==> src/rtl/spi_reg_bank.sv <==
// ============================================================================
// Module   : spi_reg_bank
// Brief    : SPI-write register bank with staged writes committed on a frame
//            strobe; optional SPI readback enabled by SPI_REG_READBACK_EN.
// Revision : 1.0  initial release
// ============================================================================
`timescale 1ns/1ps
`default_nettype none

module spi_reg_bank #(
  parameter int NUM_REGS    = 8,
  parameter int DATA_W      = 16,
  parameter int ADDR_W      = 4,
  parameter int SYNC_STAGES = 2,
  parameter logic [NUM_REGS*DATA_W-1:0] RESET_VALUES = '0
) (
  input  logic                       i_clk,
  input  logic                       i_reset,
  input  logic                       i_sclk,
  input  logic                       i_csb,
  input  logic                       i_mosi,
  input  logic                       i_commit,
  output logic [NUM_REGS*DATA_W-1:0] o_regs,
  output logic                       o_pending,
  output logic                       o_commit_done,
  output logic                       o_err,
  output logic                       o_busy,
  output logic                       o_miso,
  output logic                       o_miso_oeb
);

  localparam int c_L     = ADDR_W + DATA_W;
  localparam int c_CNT_W = $clog2(c_L + 2);
`ifdef SPI_REG_READBACK_EN
  localparam int c_IDX_W = ADDR_W - 1;
`else
  localparam int c_IDX_W = ADDR_W;
`endif
  localparam logic [c_CNT_W-1:0] c_LEN = c_CNT_W'(c_L);
  localparam logic [c_CNT_W-1:0] c_OVF = c_CNT_W'(c_L + 1);
  localparam logic [c_IDX_W:0]   c_NUM = (c_IDX_W + 1)'(NUM_REGS);

  typedef enum logic [1:0] {
    S_IDLE      = 2'd0,
    S_SHIFT     = 2'd1,
    S_WAIT_HIGH = 2'd2
  } state_t;

  logic [SYNC_STAGES-1:0] r_sclk_sync;
  logic [SYNC_STAGES-1:0] r_csb_sync;
  logic [SYNC_STAGES-1:0] r_mosi_sync;
  logic                   r_sclk_prev;
  logic                   w_sclk_s;
  logic                   w_csb_s;
  logic                   w_mosi_s;
  logic                   w_sclk_rise;

  state_t                 r_state;
  logic [c_CNT_W-1:0]     r_count;
  logic [c_L-1:0]         r_shift;
  logic                   r_ovf;
  logic                   r_err;

  logic [NUM_REGS*DATA_W-1:0] r_regs;
  logic [c_IDX_W-1:0]     r_stage_addr;
  logic [DATA_W-1:0]      r_stage_data;
  logic                   r_pending;
  logic                   r_commit_done;

  logic [ADDR_W-1:0]      w_cmd;
  logic [c_IDX_W-1:0]     w_idx;
  logic [DATA_W-1:0]      w_data;
  logic                   w_is_read;
  logic                   w_addr_ok;
  logic                   w_len_ok;
  logic                   w_frame_end;
  logic                   w_stage;
  logic                   w_bad;
  logic                   w_commit;

  assign w_sclk_s    = r_sclk_sync[SYNC_STAGES-1];
  assign w_csb_s     = r_csb_sync[SYNC_STAGES-1];
  assign w_mosi_s    = r_mosi_sync[SYNC_STAGES-1];
  assign w_sclk_rise = w_sclk_s & ~r_sclk_prev;

  always_ff @(posedge i_clk) begin
    if (i_reset) begin
      r_sclk_sync <= '0;
      r_csb_sync  <= '0;
      r_mosi_sync <= '0;
      r_sclk_prev <= 1'b0;
    end else begin
      r_sclk_sync <= {r_sclk_sync[SYNC_STAGES-2:0], i_sclk};
      r_csb_sync  <= {r_csb_sync[SYNC_STAGES-2:0], i_csb};
      r_mosi_sync <= {r_mosi_sync[SYNC_STAGES-2:0], i_mosi};
      r_sclk_prev <= w_sclk_s;
    end
  end

  assign w_cmd  = r_shift[c_L-1 -: ADDR_W];
  assign w_idx  = w_cmd[c_IDX_W-1:0];
  assign w_data = r_shift[DATA_W-1:0];
`ifdef SPI_REG_READBACK_EN
  assign w_is_read = w_cmd[ADDR_W-1];
`else
  assign w_is_read = 1'b0;
`endif
  assign w_addr_ok   = ({1'b0, w_idx} < c_NUM);
  assign w_len_ok    = (r_count == c_LEN);
  assign w_frame_end = (r_state == S_SHIFT) && w_csb_s;
  assign w_stage     = w_frame_end && w_len_ok && w_addr_ok && !w_is_read;
  assign w_bad       = w_frame_end && (r_count != '0) && !(w_len_ok && w_addr_ok);
  assign w_commit    = i_commit && r_pending;

  // Reset lands in WAIT_HIGH: the cleared csb synchroniser reads as "low",
  // so a frame interrupted by reset is swallowed until csb really rises.
  always_ff @(posedge i_clk) begin
    if (i_reset) begin
      r_state <= S_WAIT_HIGH;
      r_count <= '0;
      r_shift <= '0;
      r_ovf   <= 1'b0;
      r_err   <= 1'b0;
    end else begin
      r_err <= 1'b0;
      case (r_state)
        S_IDLE: begin
          if (!w_csb_s) begin
            r_state <= S_SHIFT;
            r_count <= '0;
            r_shift <= '0;
          end
        end
        S_SHIFT: begin
          if (w_csb_s) begin
            r_state <= S_IDLE;
            r_err   <= w_bad;
          end else if (w_sclk_rise) begin
            if (r_count == c_LEN) begin
              r_count <= c_OVF;
              r_ovf   <= 1'b1;
              r_state <= S_WAIT_HIGH;
            end else begin
              r_count <= r_count + 1'b1;
              r_shift <= {r_shift[c_L-2:0], w_mosi_s};
            end
          end
        end
        S_WAIT_HIGH: begin
          if (w_csb_s) begin
            r_state <= S_IDLE;
            r_err   <= r_ovf;
            r_ovf   <= 1'b0;
          end
        end
        default: r_state <= S_WAIT_HIGH;
      endcase
    end
  end

  // Commit uses the staging contents from before this edge, so a frame that
  // ends in the commit cycle is staged behind the value being committed.
  always_ff @(posedge i_clk) begin
    if (i_reset) begin
      r_regs        <= RESET_VALUES;
      r_stage_addr  <= '0;
      r_stage_data  <= '0;
      r_pending     <= 1'b0;
      r_commit_done <= 1'b0;
    end else begin
      r_commit_done <= w_commit;
      if (w_commit) begin
        r_regs[int'(r_stage_addr)*DATA_W +: DATA_W] <= r_stage_data;
      end
      if (w_stage) begin
        r_stage_addr <= w_idx;
        r_stage_data <= w_data;
        r_pending    <= 1'b1;
      end else if (w_commit) begin
        r_pending <= 1'b0;
      end
    end
  end

`ifdef SPI_REG_READBACK_EN
  localparam logic [c_CNT_W-1:0] c_HDR = c_CNT_W'(ADDR_W);

  logic                   w_sclk_fall;
  logic [ADDR_W-1:0]      w_hdr;
  logic                   w_hdr_read;
  logic [c_IDX_W-1:0]     w_hdr_idx;
  logic                   w_hdr_ok;
  logic [DATA_W-1:0]      w_rd_val;
  logic [DATA_W-1:0]      r_miso_sr;
  logic                   r_miso_oeb;

  assign w_sclk_fall = ~w_sclk_s & r_sclk_prev;
  assign w_hdr       = r_shift[ADDR_W-1:0];
  assign w_hdr_read  = w_hdr[ADDR_W-1];
  assign w_hdr_idx   = w_hdr[c_IDX_W-1:0];
  assign w_hdr_ok    = ({1'b0, w_hdr_idx} < c_NUM);
  assign w_rd_val    = w_hdr_ok ? r_regs[int'(w_hdr_idx)*DATA_W +: DATA_W] : '0;

  // Once the command is in, the addressed value is loaded on the falling
  // edge and shifted MSB-first; the drive stops after the last data bit.
  always_ff @(posedge i_clk) begin
    if (i_reset) begin
      r_miso_sr  <= '0;
      r_miso_oeb <= 1'b1;
    end else if ((r_state != S_SHIFT) || w_csb_s) begin
      r_miso_sr  <= '0;
      r_miso_oeb <= 1'b1;
    end else if (w_sclk_fall) begin
      if ((r_count == c_HDR) && w_hdr_read) begin
        r_miso_sr  <= w_rd_val;
        r_miso_oeb <= 1'b0;
      end else if (!r_miso_oeb) begin
        if (r_count == c_LEN) begin
          r_miso_sr  <= '0;
          r_miso_oeb <= 1'b1;
        end else begin
          r_miso_sr <= r_miso_sr << 1;
        end
      end
    end
  end

  assign o_miso     = r_miso_sr[DATA_W-1];
  assign o_miso_oeb = r_miso_oeb;
`else
  assign o_miso     = 1'b0;
  assign o_miso_oeb = 1'b1;
`endif

  assign o_regs        = r_regs;
  assign o_pending     = r_pending;
  assign o_commit_done = r_commit_done;
  assign o_err         = r_err;
  assign o_busy        = ~w_csb_s && (r_state != S_WAIT_HIGH);

endmodule

`default_nettype wire

==> config.mk <==
export PLATFORM = sky130hd
export DESIGN_NAME = spi_reg_bank
export DESIGN_NICKNAME = d
export VERILOG_FILES = /design/src/rtl/spi_reg_bank.sv
export SDC_FILE = /design/constraint.sdc
export NUM_CORES = 1
export LEC_CHECK = 0
export BUFFER_PORTS_ARGS = -buffer_cell sky130_fd_sc_hd__clkbuf_2
export CORE_ASPECT_RATIO = 1.4
export CORE_UTILIZATION = 45
export DETAILED_ROUTE_END_ITERATION = 8
export PLACE_DENSITY_LB_ADDON = 0.08
export SYNTH_ARGS = -nofsm -noshare
export SYNTH_HDL_FRONTEND = slang
export SYNTH_SLANG_ARGS = --single-unit
==> constraint.sdc <==
create_clock -name i_clk -period 2.6 [get_ports i_clk]
set_input_delay 0.13 -clock i_clk [delete_from_list [all_inputs] [get_ports i_clk]]
set_output_delay 0.13 -clock i_clk [all_outputs]
set_load 0.05 [all_outputs]
# Yosys cells after proc, flatten, opt, wreduce, memory -nomap -nowiden

Cells that the tools add are included.
Widths: inputs -> output; s select.

Magnitude comparators: 1
$add $sub $neg: 2
Equal/unequal tests: 12
Shift operators: 2
Bitwise operators: 3
Reduce and logical (&&, ||, !) cells: 18
Mux-type cells: 27

Operators by type and width:

| cell                      | count |
|---|---|
| $bwmux 128                | 1 |
| $shift 16x33->128 const A | 1 |
| $shiftx 16x33->128        | 1 |
| $mux 20                   | 4 |
| $pmux 20 s2               | 1 |
| $neg 8->33                | 1 |
| $mux 5                    | 4 |
| $ne 2x2->1 const B        | 7 |
| $mux 2                    | 5 |
| $pmux 5 s2                | 1 |
| $reduce_and 5->1          | 2 |
| $logic_and 1x1->1         | 8 |
| $mux 1                    | 8 |
| $reduce_and 4->1          | 2 |
| $ne 3x3->1 const B        | 2 |
| $pmux 2 s3                | 1 |
| $reduce_bool 2->1         | 3 |
| $add 5x1->5 const B       | 1 |
| $eq 5x5->1 const B        | 1 |
| $reduce_bool 5->1         | 1 |
| $lt 4x4->1 const B        | 1 |
| $pmux 1 s2                | 2 |
| $eq 2x1->1 const B        | 1 |
| $eq 2x2->1 const B        | 1 |
| 4 further kinds           | 5 |

Register bits after elaboration: 186
Output and inout bits: 134
Bits of input ports: 6

# Longest topological paths before layout

Gate-level depths: netlist (run 1).

Depth in word-level cells: 6
Depth in mapped cells: 10

# Least setup slack after synthesis (run 1)

OpenSTA, ideal clock, no wires.

Kind: register to register
Start point: register r_stage_addr[0]
End point: register r_regs[59], in the netlist o_regs[59]
Clock period less this slack: 2.529 ns
Arrival time: 2.397 ns
Path slack: 0.071 ns
Path buffers: 4
Data required time: 2.468 ns
Cell stages (with the launch flop): 11
Path through: dfxtp_1 > buf_2 > clkbuf_1 > nor3_1 > ha_1 > nand3_1 > or4_1 > buf_2 > buf_6 > nand2_1 > a21oi_1

Longest elaborated chain between the ends: 3
Elaborated cells on any way between the ends: 4
Those cells by class: 1 x add/sub; 2 x shift; 1 x mux

RTL lines:

| element                                                        | RTL line | text |
|---|---|---|
| from (decl)                                                    | 65       | `logic [c_IDX_W-1:0] r_stage_addr;` |
| from (signal assigned)                                         | 176      | `r_stage_addr <= w_idx;` |
| $neg 8->33 (*)                                                 | 173      | `r_regs[int'(r_stage_addr)*DATA_W +: DATA_W] <= r_stage_data;` |
| $shiftx 16x33->128 / $shift 16x33->128 (equally long branches) | 173      |  |
| $bwmux 128 (*)                                                 | 173      |  |
| to (signal, indexed assignment)                                | 173      |  |
| to (decl)                                                      | 64       | `logic [NUM_REGS*DATA_W-1:0] r_regs;` |

Every way passes the cells marked *; elsewhere a longest branch is shown, timed or not.
A chain may end at the register's enable or synchronous reset.

# Worst setup path in the final report (run 1)

Start point: register r_stage_addr[0]
End point: register r_regs[62], in the netlist o_regs[62]

The elaborated chain is that of the path after synthesis.

==> results summary, run 1 <==
The flip-flop and latch count after synthesis came out at around 190. For the worst setup path, the data required time is approximately 3000 ps. For this block, the routed nets add up to about 19,000 um of wire. The final critical path time including I/O delays and setup came out at between 2000 and 2500 ps. The share of the Yosys chip area taken by registers is about half. The sum of overflow across all layers after global routing came out at 0. Sorting the synthesized cells by area gives the leading types as dfxtp_1, mux2i_1, nand2_1.

The effective utilization at floorplan came out at around 46%. The power density normalized to cell area came out at about 640 nW/um2. The peak clock frequency supported by timing came out at between 400 and 500 MHz. After synthesis, the mean cell area works out to a little under 9 um2. The number of pins exceeding their max-slew limit in the final report is 0. The run finished with clean final reports. The total buffers and inverters traversed by the critical path is 2. The count of maximum capacitance violations is 0. The kind of cell with the highest combined delay along the critical path is simple AND/OR/NAND/NOR gates. The first-pass iteration count of the detailed router is 4.

The final cycle utilization of the critical path is between 90 and 100%. The post-detailed-route via-to-cell ratio came out at approximately 5.3. The tightest min-delay check is of the input port to flip-flop type.

Counting flops with an async set or reset pin after synthesis yields a share of 0%. The cell count of the worst hold path is 2. Yosys instantiated no cell more often than dfxtp_1. The nature of the critical path endpoint is a flip-flop. The count of flip-flops with a built-in enable after synthesis came out at 0. The first-pass GRT wire length came out at between 30,000 and 40,000 um. After the last flow step, the layout net total stands at ~960. The fraction of post-synthesis cell area in the top cell type by area is roughly half.

The cell depth of the worst flop-to-flop path came out at 7. Clock tree synthesis selected as its root buffer the cell clkbuf_16. After routing, the total negative slack on setup checks comes to 0 ps. In this run the worst path has a maximum fanout of 16. VDD sags by at most approximately 0.00047 V. The pin count of the biggest net entering global routing came out at 77. The die height came out at ~150 um. The count of buffers inserted at the top-level ports is ~140. The post-CTS clock slew at the launch and capture registers of the worst setup and hold paths came out at roughly 60 ps. The number of clock sinks is approximately 190.

The insertion delay to the later sink of the worst-skew pair came out at 430 ps. The DRC marker count from the first detailed-route iteration came out at roughly 300. From synthesis to final layout, the design area changed by 18.9%.

The die covers ~17,000 um2. For this run, the slowest stage of the critical path takes approximately 640 ps. In this run the deepest clock path goes through 2 buffers. The final cell utilization of the core came out at between 50% and 60%. TritonCTS built the clock tree. The slowest stage of the critical path belongs to the cell nor3b_1. The number of antenna violations at the first check in global routing is 0. In this run the remaining antenna-violating nets after routing total 0.

The slew at the pin closest to its max-slew limit is around 1100 ps. Traced cell by cell, the critical path runs through inv_1, ha_1, nor3b_1, buf_4, or4_1, nand2_1, a21oi_1. The level count of the clock H-tree is 4. The post-synthesis net count is 848. The initialized floorplan defines 55 standard-cell rows. The final RePlAce weighted congestion is ~0.78. The overall die width came out at 111 um.

The number of global-route vias before repair is 5,788. The number of distinct library cells after synthesis is 48. The number of setup buffers added after CTS is 0. The ratio of cells with drive above 1 in the final layout is between 20% and 30%. In the synthesized netlist the dominant register cell turns out to be dfxtp_1. The Yosys step of the flow raised 0 warnings. 0 antenna diodes ended up in the layout. In this run the static leakage power is 3.66 nW. The cell count after synthesis came out at 834. The endpoint arrival time on the critical path came out at roughly 2800 ps. The worst hold slack after final layout is about 170 ps. The total clock buffers created by CTS is 17.

The normalized max-slew margin is about 28%. Summed over all instances, the cell type with the most area after synthesis is dfxtp_1. The total area inside the core boundary comes to about 16,000 um2. The total count of hold-check failures in the final report is 0. After synthesis, the most frequently instantiated cells are dfxtp_1, nand2_1, nand3_1. The overall via count from detail_route came out at between 6,000 and 7,000. The depth of the critical timing path with buffers and inverters included is 7. The critical path class is flip-flop to flip-flop. The worst setup path is launched from a flip-flop. The top-level port count is 140. The routed length per instance is approximately 17 um. The sum of net half-perimeters after detailed placement came out at about 13,000 um.

The total global-route track usage came out at roughly 22%. The mapped netlist covers 7460 um2. The final number of setup-violating endpoints is 0. The number of remaining DRC errors is 0. The worst setup skew after layout is 8.23 ps.
[flip-flops by register name, indices dropped and copies added, names as in the netlist, 2 cells and up]
name and count:
r_sclk_sync 2, r_count 5, r_csb_sync 2, r_state 2, o_regs 128, r_stage_data 16
r_shift 20, r_stage_addr 4, r_mosi_sync 2
[layout make-up]
type | count | area [um2]
clock buffer | 21 | 470
clock inverter | 8 | 96.3
multi-input combinational | 567 | 3400
tap | 199 | 249
timing repair buffer | 163 | 893
inverter | 10 | 37.5
sequential | 186 | 3720
fill | 1529 | 7300
[cell families (layout without fill, tap and decap cells)]
kind of cell    count (synthesis)  count (layout)  synth area share (%)
fa+ha+maj                       8               8                  1.34
flops                         186             186                  49.9
buf+inv                        81             202                  4.65
xor+xnor                        2               2                 0.336
compound gates                109             109                  7.80
simple gates                  379             379                  26.9
mux                            67              67                  8.99
other cells                     2               2                 0.101
[metal layers]
metal / vias to the layer above / track usage, % / part of all wire (%)
li1: 3046 / - / -
met4: 0 / 8.70 / 1.9
met5: - / 0 / 0
met2: 138 / 40.6 / 51
met3: 24 / 3.88 / 4.4
met1: 2882 / 26.2 / 42
[final timing paths]
path / from / end / slack [ps]
min reg2reg: r_mosi_sync[0] / r_mosi_sync[1] / 440
max reg2reg: r_stage_addr[0] / o_regs[62] / 170
min: i_reset / o_pending / 170
max: r_stage_addr[0] / o_regs[62] / 170
[worst reg2reg max path, cell delays in order (launching register included)]
cell,delay [ps]
dfxtp_1,340
inv_1,90
ha_1,260
nor3b_1,640
buf_4,280
or4_1,440
nand2_1,120
a21oi_1,170
[power by group]
part	switching, W	internal [W]	total, W
registers	0.0000148	0.00286	0.00288
logic	0.000185	0.0000996	0.000284
clock network	0.00105	0.00147	0.00252
total	0.00124	0.00443	0.00568
[cells in the final DEF (no fill, tap or decap), types with 4 or more instances in the layout]
master	instances
dfxtp_1	186
clkbuf_2	136
nand2_1	118
nand3_1	84
nand2b_1	70
mux2i_1	67
a21oi_1	60
o21ai_0	37
nand3b_1	33
nor2_1	29
buf_4	23
clkbuf_16	17
inv_1	10
nor2b_1	10
ha_1	8
nor3_1	6
clkinv_2	4
dlygate4sd3_1	4
[per-stage QoR]
stage          std cells  power, W  instance area (um2)  setup slack (ps)
2_1_floorplan        834   0.00316                 7460              70.6
3_3_place_gp        1121   0.00321                 8260               299
3_5_place_dp        1121   0.00323                 8260               191
4_1_cts             1154   0.00573                 8870               175
5_1_grt             1154   0.00586                 8870             -1.27
6_report            1154   0.00568                 8870               171
[timing repair]
action | 4_1_cts | 5_1_grt
gates resized for setup | 0 | 1
hold buffers | 4 | 0
setup endpoints to repair | 0 | 3
endpoints found under the hold margin | 4 | 0
(Power assumes the default switching activity.)
==> run 2: changes to the inputs <==
GPL_TIMING_DRIVEN = 0   (was not set)
==> results summary, run 2 (same netlist as run 1, synthesis figures left out) <==
The flow ran to the end, and the final reports show no timing, DRC or antenna violations. The post-CTS clock slew at the launch and capture registers of the worst setup and hold paths is 70 ps. The worst hold slack after final layout came out at between 30 and 40 ps. The leakage dissipation is roughly 3.7 nW. The number of antenna violations at the first check in global routing is 0. Leaving out fill and tap cells, the most frequent cell in the layout is dfxtp_1.

The largest fanout on the critical path came out at 10. In this run the tightest slew margin relative to its limit is between 50% and 60%. The kind of path behind the tightest hold check is input port to flip-flop. The maximum vdd ir drop is 0.000434 V. The slew at the pin closest to its max-slew limit came out at 737 ps. STA classifies the critical path startpoint as a flip-flop. Registers take 3720 um2. Setup repair after global routing left no endpoint under its margin. Counting every sink on the clock net gives around 190.

The first global-routing pass estimated roughly 32,000 um of wire. Between clock sinks in the finished design, the worst skew comes to about 12 ps. The ratio of cells with drive above 1 in the final layout came out at 21.5%. The count of buffers inserted at the top-level ports is roughly 140. The placement row count is 55. The critical path class is flip-flop to flip-flop. The post-place setup slack came out at -363 ps. The post-detailed-route via-to-cell ratio came out at approximately 5.2.

The final net count is 1,007. The die covers 17,100 um2. The sum of overflow across all layers after global routing came out at 0. The peak clock frequency supported by timing is 409 MHz. The effective utilization at floorplan came out at a little under half. The area of the core is ~16,000 um2. The endpoint arrival time on the critical path came out at around 2800 ps. The worst-case setup margin in the final layout is between 150 and 200 ps. The overall die width came out at around 110 um.

The final cycle utilization of the critical path is 94.1%. The total clock buffers created by CTS is 17. The routed length per instance came out at roughly 17 um.

The number of filler cells placed in the layout is roughly 1,600. Max-cap violations in this run came to 0. The worst path required time came out at between 2000 and 3000 ps.

TritonCTS built the clock tree. The number of remaining DRC errors is 0. The first detailed-routing pass ran for 5 iterations. The area overhead of the layout relative to synthesis came out at 21.3%. Global routing used about a quarter of the available tracks. The tree is rooted in a clkbuf_16. The power density normalized to cell area is approximately 620 nW/um2.

The sum of net half-perimeters after detailed placement is 14,100 um. The area taken by multi-input logic gates is about 3400 um2. The number of global-route vias before repair is ~5,900.

The die height is around 150 um. The maximum buffer depth of the clock tree came out at 2. STA classifies the critical path endpoint as a flip-flop. The number of antenna diodes in the final layout is 0. The overall via count from detail_route came out at roughly 6,200.

140 I/O pins were placed. The total count of hold-check failures in the final report came out at 0. The number of pins exceeding their max-slew limit in the final report came out at 0. At the later pin of the worst-skew pair, clock insertion delay measures between 400 and 500 ps. The final RePlAce weighted congestion came out at 0.850. The DRC marker count from the first detailed-route iteration came out at ~380.

The top cell types in the final layout, fill and taps aside, are dfxtp_1, clkbuf_2, nand2_1. Setup violations remaining at the end of the flow were counted as 0. The level count of the clock H-tree came out at 4. The post-detailed-routing wire length came out at around 20,000 um. The number of nets with antenna violations after detailed routing is 0. Entering global routing, the biggest net connects 17 pins.

The number of flip-flops in the largest register came out at around 130. The smallest clock period supported by the final layout is computed as between 2000 and 2500 ps.
-- run 2: layout make-up --
cell class	count	share of cell area [%]
plain buffers	70	3.56
clock buffers	22	5.35
clock inverters	9	0.733
inverters	10	0.415
multi-input cells	567	38.0
flip-flops and latches	186	41.2
well taps	199	2.75
repair buffers	141	8.00
-- run 2: critical path, stage by stage, from the launching register on --
cell     delay [ps]
dfxtp_2         400
buf_6           160
buf_4           180
nor3_1           70
ha_1            220
or3b_4          420
or4_1           400
buf_2           180
buf_6           150
nand2_1          60
a21oi_1          60
-- run 2: stage by stage --
| stage | std cells | util (%) | area, um2 | total power [W] | setup TNS [ps] |
|---|---|---|---|---|---|
| floorplan | 834 | - | 7460 | 0.00316 | 0 |
| global placement | 1170 | 51.9 | 8390 | 0.00324 | -35190 |
| detailed placement | 1170 | 51.9 | 8390 | 0.00324 | -35130 |
| CTS | 1205 | 55.8 | 9020 | 0.00566 | 0 |
| global route | 1204 | 55.9 | 9040 | 0.00581 | 0 |
| finish | 1204 | 55.9 | 9040 | 0.00563 | 0 |
-- run 2: worst paths after layout --
check / start / endpoint / depth (start not counted) / slack, ps
setup / recovery: r_stage_addr[0] / o_regs[62] / 10 / 150
hold / removal: i_commit / o_pending / 4 / 40
setup reg to reg: r_stage_addr[0] / o_regs[62] / 10 / 150
hold reg to reg: r_mosi_sync[0] / r_mosi_sync[1] / 1 / 440
-- run 2: timing repair --
action | 4_1_cts | 5_1_grt
setup endpoints to repair | 128 | 90
resized for setup | 13 | 8
pin swaps | 1 | 0
hold buffers | 3 | 0
buffers inserted | 1 | 0
hold endpoints to repair | 3 | 0
-- run 2: where the power goes --
group / internal [W] / switching (W) / total (W)
combinational: 0.000103 / 0.000196 / 0.000300
clock: 0.00132 / 0.00113 / 0.00245
sequential: 0.00286 / 0.0000142 / 0.00288
total: 0.00429 / 0.00134 / 0.00563
-- run 2: routing by layer --
metal	track usage, %	wire length [um]	up-vias
met5	0	0	-
met4	7.68	343	0
met3	4.51	984	26
met2	41.9	10000	156
met1	30.2	8740	2915
li1	-	-	3152
